`src/rtl/mult_arb_pkg.sv`:
```
// mult_arb_pkg
// Shared types and helpers for the multiplier-sharing arbiter.
//   prod_t  : signed 16-bit product
//   opnd_t  : signed 8-bit operand
//   pick_t  : round-robin pick result (found flag + winner index)
//   rr_pick : first valid requester at or above ptr, wrapping modulo nreq
package mult_arb_pkg;

    localparam int PROD_W  = 16;
    localparam int MAX_REQ = 8;

    typedef logic signed [PROD_W-1:0] prod_t;
    typedef logic signed [7:0]        opnd_t;

    typedef struct packed {
        logic       found;
        logic [2:0] idx;
    } pick_t;

    function automatic pick_t rr_pick(input logic [MAX_REQ-1:0] valid,
                                      input logic [2:0]         ptr,
                                      input int                 nreq);
        pick_t r;
        int    idx;
        r.found = 1'b0;
        r.idx   = '0;
        for (int k = 0; k < MAX_REQ; k++) begin
            if (k < nreq && !r.found) begin
                idx = (int'(ptr) + k) % nreq;
                if (valid[idx[2:0]]) begin
                    r.found = 1'b1;
                    r.idx   = idx[2:0];
                end
            end
        end
        return r;
    endfunction

endpackage

```
`src/rtl/SignedMultiplier8x8.sv`:
```
// SignedMultiplier8x8
// Purely combinational 8x8 two's-complement multiplier.
//   a, b : signed 8-bit operands
//   p    : signed 16-bit product (always exact, -128*-128 = +16384 fits)
module SignedMultiplier8x8 (
    input  logic signed [7:0]  a,
    input  logic signed [7:0]  b,
    output logic signed [15:0] p
);

    logic signed [15:0] a_ext;
    logic signed [15:0] b_ext;

    assign a_ext = 16'(a);
    assign b_ext = 16'(b);
    assign p     = a_ext * b_ext;

endmodule

```
`src/rtl/mult_arb_rr_arbiter.sv`:
```
// rr_arbiter
// NREQ-wide round-robin picker with its rotating pointer register.
//   clk, rst  : clock, async active-high reset (pointer returns to 0)
//   en        : grants allowed this cycle
//   req_valid : per-requester request
//   grant     : one-hot grant (zero when en is low or nothing is pending)
//   gnt_valid : a grant is issued this cycle
//   gnt_id    : index of the granted requester
module rr_arbiter
    import mult_arb_pkg::*;
#(
    parameter int NREQ = 4,
    parameter int IDW  = 2
) (
    input  logic            clk,
    input  logic            rst,
    input  logic            en,
    input  logic [NREQ-1:0] req_valid,
    output logic [NREQ-1:0] grant,
    output logic            gnt_valid,
    output logic [IDW-1:0]  gnt_id
);

    logic [IDW-1:0] ptr;
    pick_t          pick;

    always_comb begin
        pick      = rr_pick(MAX_REQ'(req_valid), 3'(ptr), NREQ);
        gnt_valid = en & pick.found;
        gnt_id    = IDW'(pick.idx);
        grant     = '0;
        if (gnt_valid) grant[gnt_id] = 1'b1;
    end

    always_ff @(posedge clk or posedge rst) begin
        if (rst) begin
            ptr <= '0;
        end else if (gnt_valid) begin
            ptr <= (gnt_id == IDW'(NREQ - 1)) ? '0 : gnt_id + 1'b1;
        end
    end

endmodule

```
`src/rtl/mult_share_arbiter.sv`:
```
// mult_share_arbiter
// Shares one SignedMultiplier8x8 between NREQ requesters. A round-robin
// grant loads stage 1 with the winner's operands; stages 2..LAT carry the
// product. The whole pipe freezes while the response is backpressured.
// Optional build macro: MULT_ARB_STALL_CNT_EN adds stall_clr / stall_cnt.
//   clk, rst            : clock, async active-high reset
//   req_valid/req_ready : per-requester handshake (ready is one-hot or zero)
//   req_a, req_b        : 8-bit signed operand slices, slice i = requester i
//   rsp_valid/rsp_ready : response handshake
//   rsp_id, rsp_p       : owning requester and signed 16-bit product
//   stall_clr/stall_cnt : (macro only) clear / saturating count of cycles
//                         stalled while some request is pending
module mult_share_arbiter
    import mult_arb_pkg::*;
#(
    parameter int NREQ = 4,
    parameter int LAT  = 2,
    parameter int IDW  = (NREQ > 1) ? $clog2(NREQ) : 1
) (
    input  logic              clk,
    input  logic              rst,
    input  logic [NREQ-1:0]   req_valid,
    output logic [NREQ-1:0]   req_ready,
    input  logic [8*NREQ-1:0] req_a,
    input  logic [8*NREQ-1:0] req_b,
    output logic              rsp_valid,
    input  logic              rsp_ready,
    output logic [IDW-1:0]    rsp_id,
    output logic [PROD_W-1:0] rsp_p
`ifdef MULT_ARB_STALL_CNT_EN
    ,
    input  logic              stall_clr,
    output logic [15:0]       stall_cnt
`endif
);

    logic           stall;
    logic           gnt_valid;
    logic [IDW-1:0] gnt_id;

    logic [LAT:1]   s_vld;
    logic [IDW-1:0] s_id [1:LAT];
    opnd_t          s1_a;
    opnd_t          s1_b;
    prod_t          mult_p;

    assign rsp_valid = s_vld[LAT];
    assign rsp_id    = s_id[LAT];
    assign stall     = rsp_valid & ~rsp_ready;

    // rst gates the grant so req_ready reads zero throughout reset.
    rr_arbiter #(.NREQ(NREQ), .IDW(IDW)) u_arb (
        .clk       (clk),
        .rst       (rst),
        .en        (~stall & ~rst),
        .req_valid (req_valid),
        .grant     (req_ready),
        .gnt_valid (gnt_valid),
        .gnt_id    (gnt_id)
    );

    always_ff @(posedge clk or posedge rst) begin
        if (rst) begin
            s_vld <= '0;
            s1_a  <= '0;
            s1_b  <= '0;
            for (int k = 1; k <= LAT; k++) s_id[k] <= '0;
        end else if (!stall) begin
            s_vld[1] <= gnt_valid;
            s_id[1]  <= gnt_id;
            if (gnt_valid) begin
                s1_a <= req_a[8*gnt_id +: 8];
                s1_b <= req_b[8*gnt_id +: 8];
            end
            for (int k = 2; k <= LAT; k++) begin
                s_vld[k] <= s_vld[k-1];
                s_id[k]  <= s_id[k-1];
            end
        end
    end

    SignedMultiplier8x8 u_mult (
        .a (s1_a),
        .b (s1_b),
        .p (mult_p)
    );

    generate
        if (LAT == 1) begin : g_lat1
            assign rsp_p = mult_p;
        end else begin : g_latn
            prod_t s_p [2:LAT];
            always_ff @(posedge clk or posedge rst) begin
                if (rst) begin
                    for (int k = 2; k <= LAT; k++) s_p[k] <= '0;
                end else if (!stall) begin
                    s_p[2] <= mult_p;
                    for (int k = 3; k <= LAT; k++) s_p[k] <= s_p[k-1];
                end
            end
            assign rsp_p = s_p[LAT];
        end
    endgenerate

`ifdef MULT_ARB_STALL_CNT_EN
    always_ff @(posedge clk or posedge rst) begin
        if (rst) begin
            stall_cnt <= '0;
        end else if (stall_clr) begin
            stall_cnt <= '0;
        end else if (stall && (|req_valid) && (stall_cnt != 16'hFFFF)) begin
            stall_cnt <= stall_cnt + 16'd1;
        end
    end
`endif

endmodule
```
`config.mk`:
```
export PLATFORM = sky130hd
export DESIGN_NAME = mult_share_arbiter
export DESIGN_NICKNAME = d
export VERILOG_FILES = /design/src/rtl/mult_arb_pkg.sv /design/src/rtl/SignedMultiplier8x8.sv /design/src/rtl/mult_arb_rr_arbiter.sv /design/src/rtl/mult_share_arbiter.sv
export SDC_FILE = /design/constraint.sdc
export NUM_CORES = 1
export LEC_CHECK = 0
export ABC_AREA = 1
export CAP_MARGIN = 20
export CORE_MARGIN = 5
export CORE_UTILIZATION = 50
export CTS_BUF_LIST = sky130_fd_sc_hd__clkbuf_8
export DETAILED_ROUTE_END_ITERATION = 6
export HOLD_SLACK_MARGIN = 0.15
export PLACE_DENSITY = 0.79
export SETUP_SLACK_MARGIN = 0.5
export SLEW_MARGIN = 20
export SYNTH_ARGS = -nofsm -noshare
export SYNTH_HDL_FRONTEND = slang
export SYNTH_SLANG_ARGS = --single-unit
```
`constraint.sdc`:
```
create_clock -name clk -period 5.19 [get_ports clk]
set_clock_uncertainty 0.1 [all_clocks]
set_input_delay 0.519 -clock clk [delete_from_list [all_inputs] [get_ports clk]]
set_output_delay 0.519 -clock clk [all_outputs]
set_load 0.1 [all_outputs]
```
==> summary.txt <==
STA
  – RSZ-0062 raised after global routing: no
  – Final setup viols: 0
  – Post-layout minimum cycle time: 4.42 ns
  – Relative slew slack: 0.352
  – Max-slew violation count: 0
  – Worst hold slack: 0.371 ns
  – Least setup slack across all paths after layout: 0.766 ns
  – Measured slew at the worst slew-check pin: 0.969 ns
  – TNS Setup: 0 ns
  – Final hold violation count: 0
  – Highest clock frequency the design can meet: 226 MHz
  – Period utilisation layout: 0.853

Die
  – Die Y: 111 microns
  – Core ar.: 10100 sq um
  – Starting density of the core: 0.505
  – Horizontal extent of the die: 111 microns
  – Placement Rows: 37
  – Floorplan die area: 12400 sq um
  – Ports: 94

Place
  – Cell Count Post-Placement: 888
  – Estimated wirelength of the detail-placed design: 9.85 mm
  – Total of buffers placed on input and output ports: 93
  – Minimum setup slack after placement: 0.417 ns
  – GPL Wtd Cong: 0.935

Layout
  – Area of the multi-input gates: 3370 sq um
  – Number of nets in the final layout: 923
  – Share of post-route cells with drive strength above 1: 0.0837
  – Number of antenna diodes: 0
  – Combined flip-flop and latch cell area: 1010 sq um
  – Synth-to-layout area growth: 21.7%
  – Count of placed standard cells in the final layout, fillers left out: 901
  – Count of fill cells added during filler insertion: 870

Worst setup path
  – Req. time, crit path: 5.27 ns
  – Startpoint types: register
  – Data arrival, critical path: 4.50 ns
  – Setup Crit Path Kind: reg2reg
  – Critical Path Fanout Max: 9
  – Kind of capture point of the worst setup path: register

Global routing
  – Via count of the first global-routing pass: 4711
  – GR Layer Usage met2: 0.363
  – Layer with the highest usage after global routing: met2
  – Overall routing resource usage: 0.202
  – Overflow left after global routing: 0
  – Largest net degree at the start of global routing: 43
  – Met1 track demand over resource in global routing: 0.261
  – First-pass GRT wire length: 21.5 mm
  – Met3 layer usage reported by global route: 0.0328
  – Number of antenna violations at the first check in global routing: 0

Logic synthesis
  – Count of different cell masters after synthesis: 35
  – Total of warnings raised by yosys: 0
  – Gate count after technology mapping: 694
  – Sequential cell area fraction in the yosys report: 0.195
  – Yosys reg bits: 40
  – Mean cell area of the mapped netlist: 7.38 sq um
  – Area of the mapped netlist: 5120 sq um
  – Number of nets produced by synthesis: 853

Clocking
  – Clock-pin slew on the worst setup and hold paths: 0.08 ns
  – Clock latency on the worst-skew pair: 0.30 ns
  – Number of CTS-inserted buffers: 5
  – Clock tree buffer depth: 2
  – Post-cts hold buffer count: 0
  – Clock sink count: 40
  – Cell chosen for the clock root: sky130_fd_sc_hd__clkbuf_8
  – TritonCTS clock tree: done
  – # H-tree levels: 2

Detailed routing
  – Routed WL per cell: 13.5 microns
  – DRC violations left: 0
  – Via count normalized by instance count: 5.09
  – Final wirelength: 12.2 mm
  – Number of DRC markers after the initial detailed-route iteration: 270
  – Remaining number of nets flagged by the antenna check after routing: 0
  – First-pass detailed-route iteration total: 5
  – Via count of the routed design: 4584

Worst hold path
  – Path type of the worst min-delay path: reg2reg

Run
  – Count of maximum capacitance violations: 0

Run status
  – Status: finished, final reports clean
## critical path: stages, from the launching register on
cell	delay, ns
sky130_fd_sc_hd__dfrtp_2	0.48
sky130_fd_sc_hd__or2_2	0.33
sky130_fd_sc_hd__fa_1	0.47
sky130_fd_sc_hd__fa_1	0.54
sky130_fd_sc_hd__inv_1	0.05
sky130_fd_sc_hd__fa_1	0.53
sky130_fd_sc_hd__inv_1	0.06
sky130_fd_sc_hd__fa_1	0.52
sky130_fd_sc_hd__inv_1	0.04
sky130_fd_sc_hd__ha_2	0.31
sky130_fd_sc_hd__a21oi_2	0.18
sky130_fd_sc_hd__o21ai_1	0.11
sky130_fd_sc_hd__a21o_1	0.19
sky130_fd_sc_hd__a21oi_1	0.15
sky130_fd_sc_hd__xor2_1	0.15
sky130_fd_sc_hd__o21ai_0	0.08
## cell families after synthesis
| group | share of synthesized area |
|---|---|
| compound gates | 0.0430 |
| fa+ha+maj | 0.295 |
| simple gates | 0.292 |
| flops | 0.195 |
| xor+xnor | 0.0205 |
| buf+inv | 0.154 |
## what timing repair did
action	CTS	global route
setup endpoints to repair	1	6
pin swaps	0	2
hold endpoints to repair	0	0
setup buffers	0	5
gates resized for setup	1	17
## Yosys cell counts, drive strengths merged
cell type	instances	share of area
clkbuf	19	0.014
nand2	198	0.15
xnor2	7	0.012
ha	33	0.081
nor2	18	0.017
xor2	5	0.0085
a211oi	1	0.0015
buf	19	0.025
nand3	67	0.073
o21ai	18	0.020
a21boi	1	0.0015
or2	3	0.0037
and2	1	0.0012
fa	55	0.21
nand4	35	0.043
a21o	1	0.0015
a22oi	1	0.0015
dfrtp	40	0.20
inv	156	0.12
a21oi	10	0.012
a31oi	2	0.0024
nor3	2	0.0020
o21bai	2	0.0029
## stage by stage
stage          utilization  instance area [sq um]
2_1_floorplan            -                   5120
6_report             0.615                   6240
3_3_place_gp         0.596                   6040
5_1_grt              0.615                   6240
4_1_cts              0.608                   6160
3_5_place_dp         0.596                   6040
## state kept, by name, indices dropped and copies added, names as in the netlist
name and cells:
rsp_id 2, u_arb.ptr 2, s_id 2, rsp_p 16
s_vld 2, s1_b 8, s1_a 8
## cell type report
type,instances,area share
tap,136,0.0273
clock inverter,2,0.00622
timing repair buffer,101,0.157
inverter,156,0.0947
clock buffer,6,0.0132
multi-input combinational,460,0.540
sequential,40,0.161
## placed cells by master (no fill, tap or decap), types with 2 or more instances in the layout
master,n
sky130_fd_sc_hd__xnor2_1,7
sky130_fd_sc_hd__nand2_2,12
sky130_fd_sc_hd__ha_1,32
sky130_fd_sc_hd__nand3_4,2
sky130_fd_sc_hd__dfrtp_1,35
sky130_fd_sc_hd__nand3_1,62
sky130_fd_sc_hd__nand2_1,185
sky130_fd_sc_hd__a21oi_1,7
sky130_fd_sc_hd__dfrtp_2,5
sky130_fd_sc_hd__o21ai_0,15
sky130_fd_sc_hd__inv_1,149
sky130_fd_sc_hd__clkbuf_8,6
sky130_fd_sc_hd__or2_2,3
sky130_fd_sc_hd__o21bai_1,2
sky130_fd_sc_hd__clkdlybuf4s50_1,89
sky130_fd_sc_hd__buf_4,12
sky130_fd_sc_hd__a31oi_1,2
sky130_fd_sc_hd__fa_1,54
sky130_fd_sc_hd__nand4_1,35
sky130_fd_sc_hd__o21ai_1,2
sky130_fd_sc_hd__xor2_1,5
sky130_fd_sc_hd__nand3_2,3
sky130_fd_sc_hd__a21oi_2,2
sky130_fd_sc_hd__nor2_1,16
sky130_fd_sc_hd__inv_2,6
## path summary, 6_finish.rpt
kind,startpoint,to,slack [ns],depth (start not counted)
setup / recovery,s1_a[0]$_DFFE_PP0P_,rsp_p[12]$_DFFE_PP0N_,0.77,15
hold / removal,s_vld[1]$_DFFE_PP0N_,s_vld[2]$_DFFE_PP0N_,0.37,2
setup reg to reg,s1_a[0]$_DFFE_PP0P_,rsp_p[12]$_DFFE_PP0N_,0.77,15
hold reg to reg,s_vld[1]$_DFFE_PP0N_,s_vld[2]$_DFFE_PP0N_,0.37,2
max in group asynchronous,rst,s1_b[3]$_DFFE_PP0P_,4.06,3
min in group asynchronous,rst,rsp_p[5]$_DFFE_PP0N_,0.54,3
## metal layers
layer | part of all wire | wire, microns | up-vias
met4 | 0.0087 | 106 | 0
met1 | 0.42 | 5110 | 2125
met3 | 0.070 | 859 | 9
met5 | 0 | 0 | -
met2 | 0.50 | 6130 | 201
li1 | - | - | 2249
Power is not shown: default switching activity piles up to over one toggle a cycle in this logic, so the estimate is an artifact.
